## src/rtl/elastic_pipe.sv

```systemverilog
`default_nettype none
// ============================================================================
// Module   : elastic_pipe
// Brief    : Multi-stage valid/ready pipeline register with bubble collapsing,
//            flush, occupancy count and zero-detect on the output beat.
// Revision : 1.0 - initial release
// ============================================================================
module elastic_pipe #(
    parameter int WIDTH = 16,
    parameter int DEPTH = 2,
    parameter int CW    = $clog2(DEPTH + 1)
) (
    input  logic             clk,
    input  logic             reset,
    input  logic             flush,
    input  logic             in_valid,
    output logic             in_ready,
    input  logic [WIDTH-1:0] in_data,
    output logic             out_valid,
    input  logic             out_ready,
    output logic [WIDTH-1:0] out_data,
    output logic             out_zero,
    output logic [CW-1:0]    occupancy
);

    logic [DEPTH-1:0] v_q;
    logic [DEPTH-1:0] v_d;
    logic [WIDTH-1:0] d_q [DEPTH];
    logic [WIDTH-1:0] d_d [DEPTH];
    logic [DEPTH-1:0] w_rdy;
    logic [CW-1:0]    w_occ;

    // A stage may load when any stage at or after it is empty, or the sink
    // drains; expressed flat so the ready chain has no combinational feedback.
    for (genvar i = 0; i < DEPTH; i++) begin : g_rdy
        assign w_rdy[i] = out_ready | ~(&v_q[DEPTH-1:i]);
    end

    always_comb begin
        v_d = v_q;
        d_d = d_q;
        if (w_rdy[0]) begin
            v_d[0] = in_valid & ~flush;
            d_d[0] = in_data;
        end
        for (int i = 1; i < DEPTH; i++) begin
            if (w_rdy[i]) begin
                v_d[i] = v_q[i-1];
                d_d[i] = d_q[i-1];
            end
        end
        if (flush) begin
            v_d = '0;
        end
    end

    always_ff @(posedge clk) begin
        if (!reset) begin
            v_q <= '0;
            for (int i = 0; i < DEPTH; i++) begin
                d_q[i] <= '0;
            end
        end else begin
            v_q <= v_d;
            d_q <= d_d;
        end
    end

    always_comb begin
        w_occ = '0;
        for (int i = 0; i < DEPTH; i++) begin
            w_occ = w_occ + CW'(v_q[i]);
        end
    end

    assign in_ready  = w_rdy[0] & ~flush;
    assign out_valid = v_q[DEPTH-1];
    assign out_data  = d_q[DEPTH-1];
    assign out_zero  = v_q[DEPTH-1] & (d_q[DEPTH-1] == '0);
    assign occupancy = w_occ;

endmodule
`default_nettype wire

```

## config.mk

```make
export PLATFORM = sky130hd
export DESIGN_NAME = elastic_pipe
export DESIGN_NICKNAME = d
export VERILOG_FILES = /design/src/rtl/elastic_pipe.sv
export SDC_FILE = /design/constraint.sdc
export NUM_CORES = 1
export LEC_CHECK = 0
export ABC_CLOCK_PERIOD_IN_PS = 1300
export BUFFER_PORTS_ARGS = -buffer_cell sky130_fd_sc_hd__buf_2
export CORE_MARGIN = 4
export CORE_UTILIZATION = 46
export CTS_CLUSTER_DIAMETER = 30
export DETAILED_ROUTE_END_ITERATION = 16
export PLACE_DENSITY = 0.77
export SYNTH_ARGS = -nofsm -noshare
export SYNTH_HDL_FRONTEND = slang
export SYNTH_SLANG_ARGS = --single-unit
```

## constraint.sdc

```tcl
create_clock -name clk -period 1.3 [get_ports clk]
set_clock_uncertainty 0.2 [all_clocks]
set_input_delay 0.13 -clock clk [delete_from_list [all_inputs] [get_ports clk]]
set_output_delay 0.13 -clock clk [all_outputs]
set_load 0.02 [all_outputs]
```

; ---- After elaboration in Yosys (flattened, before gate mapping)
; Cells that the tools add are included.
; Widths: inputs -> output; s select.
[op_classes]
n_bitwise = 9
n_reduce_logical = 3
n_addsub = 1
[op_table]
columns = op, n
row1 = $logic_not 16->1, 1
row2 = $not 1->1, 4
row3 = $and 1x1->1, 3
row4 = $add 1x1->2, 1
row5 = $or 1x1->1, 2
row6 = $reduce_and 2->1, 1
row7 = $reduce_or 2->1, 1
[word_totals]
in_bits = 21
output_inout_bits = 21
register_bits = 34

; ---- Depth between registers and ports, before layout
[depth]
word_depth = 4
ltp_mapped = 6

; ---- Worst setup path before layout
; Ideal clock, no wire load.
[synth_timing]
kind = flip-flop to output port
start = reg v_q[1]
end = out in_ready
t_arrival_ps = 1449
setup_slack_ps = -479
required_time_ps = 970
stages_incl_launch_ff = 6
cell_sequence = dfxtp_1 -> ha_1 -> nor2b_1 -> buf_4 -> buf_4 -> nor2_1
[synth_via]
elab_chain_len = 4
[synth_lines]
columns = element, line_no
row1 = "start, declared", 26  ; logic [DEPTH-1:0] v_q;
row2 = "start signal, assigned", 64  ; v_q <= v_d;
row3 = $reduce_and 2->1, 36  ; assign w_rdy[i] = out_ready | ~(&v_q[DEPTH-1:i]);
row4 = $not 1->1, 36
row5 = $or 1x1->1, 36
row6 = $and 1x1->1, 76  ; assign in_ready = w_rdy[0] & ~flush;
row7 = "end, declared", 17  ; output logic in_ready,
; Every way passes these cells.

; ---- Worst setup path in the final report
[layout_timing]
start = reg d_q (netlist bit out_data[3])
end = out out_zero
[layout_via]
elab_chain_len = 2
[layout_lines]
columns = element, line_no
row1 = "start, declared", 28  ; logic [WIDTH-1:0] d_q [DEPTH];
row2 = "start signal, assigned by index", 61  ; d_q[i] <= '0;
row3 = "start signal, assigned", 65  ; d_q <= d_d;
row4 = $logic_not 16->1, 79  ; assign out_zero = v_q[DEPTH-1] & (d_q[DEPTH-1] == '0);
row5 = $and 1x1->1, 79
row6 = "end, declared", 22  ; output logic out_zero,
; Every way passes these cells.

==> flow_metrics.env <==
export IMPL_place_congestion=0.834
export IMPL_wl_per_cell_um=14.0
export IMPL_r2r_start="v_q[1]"
export IMPL_hp_start="out_ready"
export IMPL_ant_nets=0
export IMPL_worst_pin_slew_ns=0.221
export IMPL_dpl_instance_area_um2=1810
export IMPL_num_vias=1363
export IMPL_clk_path_buf_depth=2
export IMPL_whs_path_depth=5
export IMPL_setup_slack_ns=-0.534
export IMPL_dieArea_um2=4260
export IMPL_tritoncts="done"
export IMPL_avgSynthCellArea_um2=8.62
export IMPL_synth_nets=197
export IMPL_initial_utilization_pct=48.6
export IMPL_status="complete, but fails checks"
export IMPL_fill_cells=206
export IMPL_regArea_um2=704
export IMPL_place_hpwl_mm=2.18
export IMPL_wl_mm=4.07
export IMPL_final_layout_size_suffix_gt1_share_pct=54.9
export IMPL_violations="setup timing"
export IMPL_drtIter0Drc=61
export IMPL_nNetsFinal=267
export IMPL_grt_overflow=0
export IMPL_placement_setup_worst_slack_ns=-0.237
export IMPL_yosysTopAreaCell="dfxtp_1"
export IMPL_crit_path_end_kind="primary output"
export IMPL_grt_max_degree=34
export IMPL_die_h_um=65.3
export IMPL_clk_insertion_delay_late_ns=0.35
export IMPL_ctsHtreeMaxLevel=2
export IMPL_finalHoldViolations=0
export IMPL_grt_pass1_wl_mm=6.11
export IMPL_rsz0062_at_grt="true"
export IMPL_cap_violations=0
export IMPL_synth_top_cells_by_count="66 x nand2_1, 34 x dfxtp_1, 21 x buf_4"
export IMPL_yosys_top_cells_area="dfxtp_1 45%, nand2_1 16%, buf_4 10%"
export IMPL_synth_top_area_share_pct=45.1
export IMPL_power_ir_vdd_worst_uv=635
export IMPL_max_freq_mhz=545
export IMPL_setup_viol=22
export IMPL_yosysWarnings=0
export IMPL_clock_sinks=34
export IMPL_syn_inst=175
export IMPL_die_w_um=65.3
export IMPL_grtUsageTotal_pct=19.3
export IMPL_io_buffer_count=41
export IMPL_start_kind="flop"
export IMPL_reg2reg_depth=7
export IMPL_cp_required_ns=0.97
export IMPL_startpoint="out_data[3]"
export IMPL_yosysSeqAreaShare_pct=45.1
export IMPL_antenna_cells=0
export IMPL_core_area_um2=3100
export IMPL_first_global_vias=1376
export IMPL_fin_crit_sh_pct=141
export IMPL_clk_pin_slew_ns=0.10
export IMPL_area_growth_pct=60.6
export IMPL_cellPowerDensity_nw_per_um2=840
export IMPL_relSlewSlack_pct=85.2
export IMPL_rows=20
export IMPL_drc=0
export IMPL_ys_types=17
export IMPL_worstPathMaxFanout=2
export IMPL_yosysMostFrequentCell="nand2_1"
export IMPL_num_io_pins=42
export IMPL_synth_seq_cells=34
export IMPL_period_minus_slack_ns=1.83
export IMPL_via_per_inst=4.70
export IMPL_dr_pass1_iters=4
export IMPL_maxSlewViolCount=0
export IMPL_cp_arrival_ns=1.50
export IMPL_root_buffer="clkbuf_4"
export IMPL_path_class="flop to primary output"
export IMPL_synth_edf_count=0
export IMPL_holdCritPathClass="input pin to flop"
export IMPL_final_cell_area_um2=2420
export IMPL_syn_area_um2=1510
export IMPL_p_leak_nw=1.04
export IMPL_antenna_found_initial=0
export IMPL_multi_input_area_um2=779
export IMPL_cts_buffers=5
export IMPL_synthFlopType="dfxtp_1"
export IMPL_ys_async_sr_fraction_pct=0
-- power by group --
part	switching (mW)	internal (mW)	total [mW]
registers	0.0386	1.09	1.13
clock network	0.356	0.206	0.561
logic	0.138	0.204	0.342
-- routing by layer --
metal  GRT usage (%)  part of all wire, %  up-vias
li1                -                    -      685
met1            21.2                   39      626
met2            32.7                   54       35
met3            5.47                  3.7       17
met4            11.9                  3.3        0
met5               0                    0        -
-- sequential cells by signal (all words and copies together), names as in the netlist --
name,flops
out_data,16
v_q,2
d_q,16
-- per-stage QoR --
step / util [%] / instances / setup TNS (ns) / hold WS, ns / power (mW)
floorplan: - / 175 / -1.06 / 0.0692 / 1.29
global placement: 58.2 / 258 / -2.67 / 0.179 / 1.36
detailed placement: 58.2 / 258 / -3.07 / 0.189 / 1.36
CTS: 70.8 / 286 / -3.33 / 0.000412 / 1.97
global route: 78.1 / 290 / -5.65 / 0.0951 / 2.13
finish: 78.1 / 290 / -4.13 / 0.0935 / 2.04
-- critical path, stage by stage, from the launching register on --
cell	delay [ns]
dfxtp_2	0.35
nor4_4	0.29
nand4_1	0.19
nor4_4	0.16
buf_4	0.17
-- area by class of cell --
type / instances / area share, %
Clock buffer: 6 / 1.70
Clock inverter: 2 / 0.413
Timing Repair Buffer: 90 / 34.4
Sequential cell: 34 / 29.1
Tap cell: 44 / 2.27
Multi-Input combinational cell: 114 / 32.2
-- final timing paths --
path | end | slack, ns
hold / removal | out_data[8] | 0.09
setup reg to reg | v_q[0] | -0.20
hold reg to reg | out_data[9] | 0.26
setup / recovery | out_zero | -0.53
-- cell families (layout without fill, tap and decap cells) --
| family | Yosys count | in the layout | synth area share, % |
|---|---|---|---|
| AND/OR/NAND/NOR | 80 | 80 | 22.1 |
| flip-flops | 34 | 34 | 45.1 |
| AO/OA/AOI/OAI | 33 | 33 | 18.5 |
| buffers and inverters | 27 | 98 | 13.4 |
| adder cells (fa/ha/maj) | 1 | 1 | 0.829 |
-- what timing repair did --
action,CTS,global route
cloned,1,1
resized for setup,57,66
hold buffers,18,1
hold endpoints to repair,18,2
pin swaps,15,6
buffers inserted,2,6
setup endpoints to repair,25,47
-- placed cells by master (no fill, tap or decap), types with 2 or more instances in the layout --
cell type | netlist | final
nand2_1 | 66 | 47
buf_6 | 3 | 36
buf_2 | 0 | 24
dlygate4sd3_1 | 0 | 19
nand2_2 | 0 | 17
dfxtp_1 | 34 | 17
a21boi_1 | 11 | 16
dfxtp_2 | 0 | 16
a21boi_2 | 8 | 12
buf_4 | 21 | 7
clkbuf_4 | 0 | 5
a21boi_0 | 13 | 4
nor2_1 | 4 | 3
buf_8 | 0 | 3
nor2b_4 | 0 | 2
nor4_4 | 0 | 2
nand2b_1 | 3 | 2
nand2_4 | 0 | 2
clkinv_2 | 0 | 2
No activity file was read; power rests on OpenSTA's default activity.
